<file path="config.mk">
export PLATFORM = sky130hd
export DESIGN_NAME = uart_cmd_rx_flat
export DESIGN_NICKNAME = d
export VERILOG_FILES = /design/src/rtl/uart_cmd_rx_if.sv /design/src/rtl/uart_cmd_rx.sv /design/src/flat_wrapper.sv
export SDC_FILE = /design/constraint.sdc
export NUM_CORES = 1
export LEC_CHECK = 0
export CORE_MARGIN = 4
export CORE_UTILIZATION = 59
export CTS_BUF_LIST = sky130_fd_sc_hd__clkbuf_4 sky130_fd_sc_hd__clkbuf_8
export CTS_CLUSTER_DIAMETER = 200
export CTS_CLUSTER_SIZE = 20
export DETAILED_ROUTE_END_ITERATION = 16
export DONT_BUFFER_PORTS = 1
export PLACE_DENSITY = 0.86
export SETUP_SLACK_MARGIN = 0.3
export SYNTH_ARGS = -nofsm -noshare
export SYNTH_HDL_FRONTEND = slang
export SYNTH_SLANG_ARGS = --single-unit
</file>
<file path="constraint.sdc">
create_clock -name clock -period 1.6 [get_ports clock]
set_input_delay 0.08 -clock clock [delete_from_list [all_inputs] [get_ports clock]]
set_output_delay 0.08 -clock clock [all_outputs]
set_load 0.01 [all_outputs]
</file>
<file path="src/rtl/uart_cmd_rx_if.sv">
// Command handshake bundle between the UART command receiver and the FSM/ALU path.
interface uart_cmd_rx_if;
  logic       cmd_valid;
  logic       cmd_ready;
  logic [2:0] cmd_opcode;
  logic [3:0] cmd_a;
  logic [3:0] cmd_b;

  modport master (output cmd_valid, cmd_opcode, cmd_a, cmd_b, input cmd_ready);
  modport slave  (input cmd_valid, cmd_opcode, cmd_a, cmd_b, output cmd_ready);
endinterface

</file>
<file path="src/rtl/uart_cmd_rx.sv">
// UART (8N1, or 8E1 with UART_CMD_RX_PARITY_EN) receiver decoding two-byte ALU command frames.
// Optional feature macro: UART_CMD_RX_PARITY_EN.
module uart_cmd_rx #(
  parameter int unsigned CLKS_PER_BIT = 16,
  parameter int unsigned TIMEOUT_BITS = 20
) (
  input  logic             clock,
  input  logic             reset,
  input  logic             rx,
  uart_cmd_rx_if.master    cmd,
  output logic             frame_err,
  output logic             overrun
);

  localparam int unsigned CNT_W     = $clog2(CLKS_PER_BIT);
  localparam int unsigned HALF_M1   = CLKS_PER_BIT / 2 - 1;
  localparam int unsigned TO_CYCLES = TIMEOUT_BITS * CLKS_PER_BIT;
  localparam int unsigned TO_W      = $clog2(TO_CYCLES + 1);

  typedef enum logic [2:0] {
    S_IDLE,
    S_START,
    S_DATA,
`ifdef UART_CMD_RX_PARITY_EN
    S_PARITY,
`endif
    S_STOP,
    S_WAIT_HIGH
  } rx_state_t;

  typedef enum logic {F_HDR, F_OPND} frm_state_t;

  logic             sync1, rx_s;
  rx_state_t        state;
  logic [CNT_W-1:0] cnt;
  logic [2:0]       bit_idx;
  logic [7:0]       shreg;
  frm_state_t       frm;
  logic [2:0]       op_hdr;
  logic [TO_W-1:0]  to_cnt;
  logic             valid_q;
  logic [2:0]       opcode_q;
  logic [3:0]       a_q, b_q;
`ifdef UART_CMD_RX_PARITY_EN
  logic             par_err;
`endif

  logic bit_tick_c, byte_done_c, bit_err_c, hdr_ok_c, frame_done_c, hdr_err_c;

  // Byte-level strobes, all taken on the sampling cycle so the registered pulses land one cycle later
  assign bit_tick_c = (cnt == CNT_W'(CLKS_PER_BIT - 1));
`ifdef UART_CMD_RX_PARITY_EN
  assign byte_done_c = (state == S_STOP) && bit_tick_c && rx_s && !par_err;
  assign bit_err_c   = ((state == S_STOP) && bit_tick_c && !rx_s) ||
                       ((state == S_PARITY) && bit_tick_c && ((^shreg) ^ rx_s));
`else
  assign byte_done_c = (state == S_STOP) && bit_tick_c && rx_s;
  assign bit_err_c   = (state == S_STOP) && bit_tick_c && !rx_s;
`endif
  assign hdr_ok_c     = (shreg[7:3] == 5'b10101);
  assign frame_done_c = (frm == F_OPND) && byte_done_c;
  assign hdr_err_c    = (frm == F_HDR) && byte_done_c && !hdr_ok_c;

  always_ff @(posedge clock) begin
    if (reset) begin
      sync1     <= 1'b1;
      rx_s      <= 1'b1;
      state     <= S_IDLE;
      cnt       <= '0;
      bit_idx   <= '0;
      shreg     <= '0;
      frm       <= F_HDR;
      op_hdr    <= '0;
      to_cnt    <= '0;
      valid_q   <= 1'b0;
      opcode_q  <= '0;
      a_q       <= '0;
      b_q       <= '0;
      frame_err <= 1'b0;
      overrun   <= 1'b0;
`ifdef UART_CMD_RX_PARITY_EN
      par_err   <= 1'b0;
`endif
    end else begin
      sync1     <= rx;
      rx_s      <= sync1;
      frame_err <= bit_err_c | hdr_err_c;
      overrun   <= 1'b0;

      // Bit-level receiver
      case (state)
        S_IDLE: begin
          if (!rx_s) begin
            state <= S_START;
            cnt   <= '0;
          end
        end
        S_START: begin
          if (cnt == CNT_W'(HALF_M1)) begin
            cnt     <= '0;
            bit_idx <= '0;
            state   <= rx_s ? S_IDLE : S_DATA;
          end else begin
            cnt <= cnt + CNT_W'(1);
          end
        end
        S_DATA: begin
          if (bit_tick_c) begin
            cnt     <= '0;
            shreg   <= {rx_s, shreg[7:1]};
            bit_idx <= bit_idx + 3'd1;
            if (bit_idx == 3'd7) begin
`ifdef UART_CMD_RX_PARITY_EN
              state <= S_PARITY;
`else
              state <= S_STOP;
`endif
            end
          end else begin
            cnt <= cnt + CNT_W'(1);
          end
        end
`ifdef UART_CMD_RX_PARITY_EN
        S_PARITY: begin
          if (bit_tick_c) begin
            cnt     <= '0;
            par_err <= (^shreg) ^ rx_s;
            state   <= S_STOP;
          end else begin
            cnt <= cnt + CNT_W'(1);
          end
        end
`endif
        S_STOP: begin
          if (bit_tick_c) begin
            cnt   <= '0;
            state <= rx_s ? S_IDLE : S_WAIT_HIGH;
          end else begin
            cnt <= cnt + CNT_W'(1);
          end
        end
        S_WAIT_HIGH: begin
          if (rx_s) state <= S_IDLE;
        end
        default: state <= S_IDLE;
      endcase

      // Frame layer: header latches the opcode, operand byte or timeout/error returns to HDR
      case (frm)
        F_HDR: begin
          if (byte_done_c && hdr_ok_c) begin
            op_hdr <= shreg[2:0];
            frm    <= F_OPND;
            to_cnt <= '0;
          end
        end
        F_OPND: begin
          if (byte_done_c || bit_err_c || (to_cnt == TO_W'(TO_CYCLES - 1))) begin
            frm <= F_HDR;
          end else begin
            to_cnt <= to_cnt + TO_W'(1);
          end
        end
        default: frm <= F_HDR;
      endcase

      // Output holding register; a transfer on the completion cycle frees the slot for the new frame
      if (valid_q && cmd.cmd_ready) valid_q <= 1'b0;
      if (frame_done_c) begin
        if (!valid_q || cmd.cmd_ready) begin
          valid_q  <= 1'b1;
          opcode_q <= op_hdr;
          a_q      <= shreg[7:4];
          b_q      <= shreg[3:0];
        end else begin
          overrun <= 1'b1;
        end
      end
    end
  end

  assign cmd.cmd_valid  = valid_q;
  assign cmd.cmd_opcode = opcode_q;
  assign cmd.cmd_a      = a_q;
  assign cmd.cmd_b      = b_q;

endmodule

</file>
<file path="src/flat_wrapper.sv">
// flat-port wrapper written by rule: the top's interface ports become plain ports
module uart_cmd_rx_flat 
#(
  parameter int unsigned CLKS_PER_BIT = 16,
  parameter int unsigned TIMEOUT_BITS = 20
)
  (clock, reset, rx, frame_err, overrun, cmd_cmd_valid, cmd_cmd_opcode, cmd_cmd_a, cmd_cmd_b, cmd_cmd_ready);
  uart_cmd_rx_if cmd_i ();
  input  logic clock;
  input  logic reset;
  input  logic rx;
  output logic frame_err;
  output logic overrun;
  output wire logic [$bits(cmd_i.cmd_valid)-1:0] cmd_cmd_valid;
  output wire logic [$bits(cmd_i.cmd_opcode)-1:0] cmd_cmd_opcode;
  output wire logic [$bits(cmd_i.cmd_a)-1:0] cmd_cmd_a;
  output wire logic [$bits(cmd_i.cmd_b)-1:0] cmd_cmd_b;
  input wire logic [$bits(cmd_i.cmd_ready)-1:0] cmd_cmd_ready;
  assign cmd_cmd_valid = cmd_i.cmd_valid;
  assign cmd_cmd_opcode = cmd_i.cmd_opcode;
  assign cmd_cmd_a = cmd_i.cmd_a;
  assign cmd_cmd_b = cmd_i.cmd_b;
  assign cmd_i.cmd_ready = cmd_cmd_ready;
  uart_cmd_rx #(.CLKS_PER_BIT(CLKS_PER_BIT), .TIMEOUT_BITS(TIMEOUT_BITS)) u_core (.clock(clock), .reset(reset), .rx(rx), .cmd(cmd_i), .frame_err(frame_err), .overrun(overrun));
endmodule
</file>
== After elaboration in Yosys (flattened, before gate mapping) ==
Index checks and enable logic that the tools add are counted.

* Flip-flop bits (word level): 47
* Input bits: 4
* Output and inout port bits: 14
* Logic and storage cells: 90

* $add $sub $neg: 3
* Eq/ne operators: 17
* Muxes and demuxes: 26
* Bitwise operators: 3
* Reduce and logical (&&, ||, !) cells: 26

{| class="wikitable"
|+ Operators with widths
! cell !! number
|-
| $mux 3 || 9
|-
| $mux 9 || 2
|-
| $pmux 9 s2 || 1
|-
| $pmux 3 s5 || 1
|-
| $mux 4 || 3
|-
| $pmux 4 s3 || 1
|-
| $ne 2x1->1 const B || 5
|-
| $reduce_and 2->1 || 5
|-
| $add 9x1->9 const B || 1
|-
| $eq 9x9->1 const B || 1
|-
| $logic_and 1x1->1 || 8
|-
| $eq 3x2->1 const B || 2
|-
| $eq 3x3->1 const B || 2
|-
| $mux 1 || 6
|-
| $ne 2x2->1 const B || 3
|-
| $pmux 3 s2 || 1
|-
| $reduce_and 6->1 || 1
|-
| $eq 5x5->1 const B || 1
|-
| $add 4x1->4 const B || 1
|-
| $eq 4x3->1 const B || 1
|-
| $eq 4x4->1 const B || 1
|-
| $reduce_or 2->1 || 2
|-
| $add 3x1->3 const B || 1
|-
| $eq 3x1->1 const B || 1
|-
| other kinds (10) || 15
|}

== Logic depth before layout (Yosys ltp) ==
* Word-level depth: 7
* Gate-level depth with buffers: 6
* Mapped depth without buffers: 5

== Worst setup path before layout ==
Ideal clock, no wire load.

* Path kind: reg2reg
* Start: reg u_core.cnt[0]
* End: reg u_core.to_cnt[3]
* Setup time: 0.129 ns
* Arrival: 1.622 ns
* Required time: 1.471 ns
* Path slack: -0.151 ns
* Cell stages (with the launch flop): 7
* Path buffers: 1
* Clock period less this slack: 1.751 ns
* Cell sequence: dfxtp_1 > ha_1 > nand3_2 > or4_1 > buf_6 > o21ai_2 > o211ai_1

* Word-level cells in the longest chain between the ends: 7
* Elaborated cells on any way between the ends: 10
* Classes of those cells: 3 x eq/ne; 7 x reduce/logical

{| class="wikitable"
|+ Ends and longest elaborated chain
! element !! line !! text
|-
| from (decl) || uart_cmd_rx.sv:35 || <nowiki>logic [CNT_W-1:0] cnt;</nowiki>
|-
| from (signal assigned) || uart_cmd_rx.sv:104 || <nowiki>cnt <= cnt + CNT_W'(1);</nowiki>
|-
| from (signal assigned) || uart_cmd_rx.sv:120 || <nowiki>cnt <= cnt + CNT_W'(1);</nowiki>
|-
| from (signal assigned) || uart_cmd_rx.sv:139 || <nowiki>cnt <= cnt + CNT_W'(1);</nowiki>
|-
| $eq 4x4->1 * || uart_cmd_rx.sv:51 || <nowiki>assign bit_tick_c = (cnt == CNT_W'(CLKS_PER_BIT - 1));</nowiki>
|-
| $logic_and 1x1->1 * || uart_cmd_rx.sv:57, uart_cmd_rx.sv:58 ||
|-
| $logic_and 1x1->1, on equally long branches || uart_cmd_rx.sv:57, uart_cmd_rx.sv:58 ||
|-
| $logic_or 1x1->1 (2 in a row) || uart_cmd_rx.sv:158 || <nowiki>if (byte_done_c || bit_err_c || (to_cnt == TO_W'(TO_CYCLES - 1))) begin</nowiki>
|-
| $ne 2x2->1 (no source line) || -- ||
|-
| $reduce_and 2->1 (no source line) * || -- ||
|-
| to (signal assigned) || uart_cmd_rx.sv:161 || <nowiki>to_cnt <= to_cnt + TO_W'(1);</nowiki>
|-
| to (decl) || uart_cmd_rx.sv:40 || <nowiki>logic [TO_W-1:0] to_cnt;</nowiki>
|}

Mark *: on every way between the ends. The rest lies on a longest branch, timed or not.
A chain may end at the register's enable or synchronous reset.

== Worst setup path after layout ==
* Start: reg u_core.rx_s
* End: reg u_core.opcode_q[1], in the netlist u_core.cmd.cmd_opcode[1]

* Word-level cells in the longest chain between the ends: 3

{| class="wikitable"
|+ Ends and longest elaborated chain
! element !! line !! text
|-
| from (decl) || uart_cmd_rx.sv:33 || <nowiki>logic sync1, rx_s;</nowiki>
|-
| from (signal assigned) || uart_cmd_rx.sv:86 || <nowiki>rx_s <= sync1;</nowiki>
|-
| $logic_and 1x1->1 || uart_cmd_rx.sv:57 || <nowiki>assign byte_done_c = (state == S_STOP) && bit_tick_c && rx_s;</nowiki>
|-
| $logic_and 1x1->1 || uart_cmd_rx.sv:61 || <nowiki>assign frame_done_c = (frm == F_OPND) && byte_done_c;</nowiki>
|-
| $reduce_and 2->1 (no source line) || -- ||
|-
| to (signal assigned) || uart_cmd_rx.sv:172 || <nowiki>opcode_q <= op_hdr;</nowiki>
|-
| to (decl) || uart_cmd_rx.sv:42 || <nowiki>logic [2:0] opcode_q;</nowiki>
|}

Every way passes these cells.

==> metrics.yaml <==
status:
  status: "finished, violations left"
  violations: "hold timing, setup timing"
place:
  dp_slack_ps: -9.23
  port_buffers: 0
  placedCellCount: 298
  routabilityCongestion: 0.854
  dp_hpwl_mm: 3.28
  placed_area_um2: 2430
sta:
  hold_viol_final: 39
  period_minus_slack_ps: 1770
  max_freq_mhz: 565
  drv_slew: 0
  rsz0062_at_grt: "true"
  hold_slack_ps: -265
  period_share: 1.11
  setup_ws_ps: -169
  setup_tns_ps: -2100
  max-slew-margin-rel: 0.741
  finalSetupViolations: 25
  tightest_slew_ps: 388
  fin_skew_ps: 15.7
detailed_routing:
  antenna_left: 0
  drt_iter0_drc: 278
  routed-via-count: 2262
  finalWirelength_mm: 7.35
  vias_per_cell: 6.92
  first_pass_iters: 5
  drc: 0
  routedWlPerCell_um: 22.5
synth:
  ys_seq_elements: 47
  synth_edf_count: 0
  syn_nets: 246
  async_flop_share: 0
  ys_warn_count: 0
  synth_cells: 238
  synth.distinct_cells: 50
  synth-main-ff-cell: "dfxtp_1"
  yosysSeqAreaShare: 0.437
  syn_area_per_cell_um2: 9.04
  synth_area_um2: 2150
die:
  core_um2: 3420
  die-width_um: 68.4
  dieArea_um2: 4680
  die_height_um: 68.4
  floorplan.initialDensity: 0.630
  num_rows: 21
  io_pins: 18
final_layout:
  multi_input_area_um2: 1420
  nets: 288
  final_common_cell: "buf_4"
  n_fill_cell: 152
  drive_gt1_frac: 0.423
  postLayoutCellArea_um2: 2990
  n_antenna_cell: 0
  seq_area_um2: 958
  syn2layout_area_growth_pct: 38.9
  finish.utilization: 0.875
  layout_common_cells: "42 x buf_4, 39 x dfxtp_1, 22 x nand3_1"
  instances_no_fill: 327
worst_setup_path:
  r2r_end: "u_core.cmd.cmd_opcode[1]$_SDFFE_PP0P_"
  cp_cell_sequence: "buf_4 > nand2_1 > nor4b_4 > buf_4 > buf_12 > mux2i_2 > nor2_1"
  critPathRequiredTime_ps: 1890
  cp.arrival_ps: 2060
  cp_common_cell: "buf_4"
  slowest_stage: "dfxtp_1"
  crit-reg2reg-launch: "u_core.rx_s$_SDFF_PP1_"
  startpoint_type: "flop"
  reg2reg_slack_ps: -170
  cp_max_fo: 7
  crit_type: "flop to flop"
  end_kind: "flop"
  crit_path_max_incr_delay_ps: 440
  reg2reg_depth: 7
cts:
  cts_buffers: 5
  postCtsHoldBufs: 3
  clockRootBuffer: "clkbuf_4"
  cts_tree: "yes"
  clk_pin_slew_ps: 150
  max-clock-path-buffers: 2
  h-tree-depth: 2
  numClockSinks: 47
  insertion_delay_ps: 390
min_path:
  min-delay-start: "reset"
  holdPathEnd: "u_core.state[2]$_SDFFE_PP0P_"
  hold_depth: 1
  hold_path_class: "primary input to flop"
flow_run:
  cap_violations: 0
global_route:
  grt_max_degree: 44
  grt_pass1_vias: 1923
  track_usage: 0.263
  antenna_found_initial: 0
  overflow: 0
  grt_pass1_wl_mm: 9.20
pwr:
  power.density_nw_per_um2: 669
  ir_worst_vdd_uv: 865
  fin_total_pwr_mw: 2.00
  p_leak_nw: 1.07
-- area by class of cell --
class / instances / area share
Multi-Input combinational cell: 170 / 0.476
Sequential cell: 47 / 0.321
Timing Repair Buffer: 51 / 0.150
Tap cell: 46 / 0.0193
Clock inverter: 3 / 0.0155
Clock buffer: 5 / 0.0126
Inverter: 5 / 0.00628
-- kinds of logic (layout without fill, tap and decap cells) --
family | Yosys count | in the layout | share of synthesized area
compound gates | 41 | 41 | 0.135
xor+xnor | 1 | 1 | 0.00407
fa+ha+maj | 4 | 4 | 0.0233
buf+inv | 22 | 64 | 0.0512
flops | 47 | 47 | 0.437
mux | 16 | 16 | 0.0750
simple gates | 107 | 108 | 0.274
-- synth_stat cells (3+ instances only) --
| cell | instances | share of area |
|---|---|---|
| nor3b_1 | 3 | 0.010 |
| buf_4 | 5 | 0.017 |
| nand2_1 | 19 | 0.033 |
| o2111ai_1 | 7 | 0.029 |
| a21oi_1 | 14 | 0.033 |
| o31ai_1 | 3 | 0.010 |
| nand3_1 | 26 | 0.060 |
| nand3b_1 | 5 | 0.017 |
| mux2i_1 | 15 | 0.070 |
| or2_2 | 3 | 0.0087 |
| ha_1 | 4 | 0.023 |
| dfxtp_1 | 47 | 0.44 |
| inv_1 | 4 | 0.0070 |
| clkbuf_1 | 10 | 0.017 |
| nand2b_1 | 5 | 0.015 |
| nor2_1 | 21 | 0.037 |
| or4_1 | 3 | 0.010 |
| nor3_1 | 5 | 0.012 |
-- power by group --
group,internal (mW),switching (mW)
clock network,0.334,0.425
logic,0.0297,0.0289
registers,1.17,0.00758
-- critical path, delay by kind of cell (launching register included) --
| kind | cells | cell delay (ps) |
|---|---|---|
| buf+inv | 3 | 560 |
| simple gates | 3 | 450 |
| flops | 1 | 440 |
| mux | 1 | 240 |
-- registers in the layout, indices dropped and copies added (netlist names), 3 cells and up --
register,count
u_core.op_hdr,3
u_core.cmd.cmd_b,4
u_core.state,3
u_core.cnt,4
u_core.shreg,8
u_core.cmd.cmd_a,4
u_core.to_cnt,9
u_core.bit_idx,3
u_core.cmd.cmd_opcode,3
-- timing repair --
item	4_1_cts	5_1_grt
pin swaps	5	18
gates resized for setup	24	46
buffers inserted	6	10
endpoints found under the hold margin	41	39
setup endpoints to repair	43	44
cloned	1	1
-- worst max-delay path by stage --
stage / startpoint / end / slack [ps] / cells after the start
final: u_core.rx_s$_SDFF_PP1_ / u_core.cmd.cmd_opcode[1]$_SDFFE_PP0P_ / -170 / 7
after global routing: u_core.cnt[0]$_SDFFE_PP0P_ / u_core.cmd.cmd_opcode[1]$_SDFFE_PP0P_ / -200 / 7
after CTS: u_core.cnt[1]$_SDFFE_PP0P_ / u_core.cmd.cmd_opcode[0]$_SDFFE_PP0P_ / 20 / 6
after detailed placement: u_core.state[0]$_SDFFE_PP0P_ / u_core.to_cnt[3]$_SDFFE_PP0P_ / -9 / 4
after global placement: u_core.state[0]$_SDFFE_PP0P_ / u_core.to_cnt[4]$_SDFFE_PP0P_ / 40 / 4
after floorplan: u_core.frm$_SDFF_PP0_ / u_core.op_hdr[0]$_SDFFE_PP0P_ / 40 / 6
-- layer usage --
metal / track usage / share of wire / vias up
met2: 0.434 / 0.48 / 177
met3: 0.0575 / 0.090 / 56
met1: 0.342 / 0.38 / 1075
li1: - / - / 954
met4: 0.0769 / 0.059 / 0
met5: 0 / 0 / -
No activity file was read; power rests on OpenSTA's default activity.
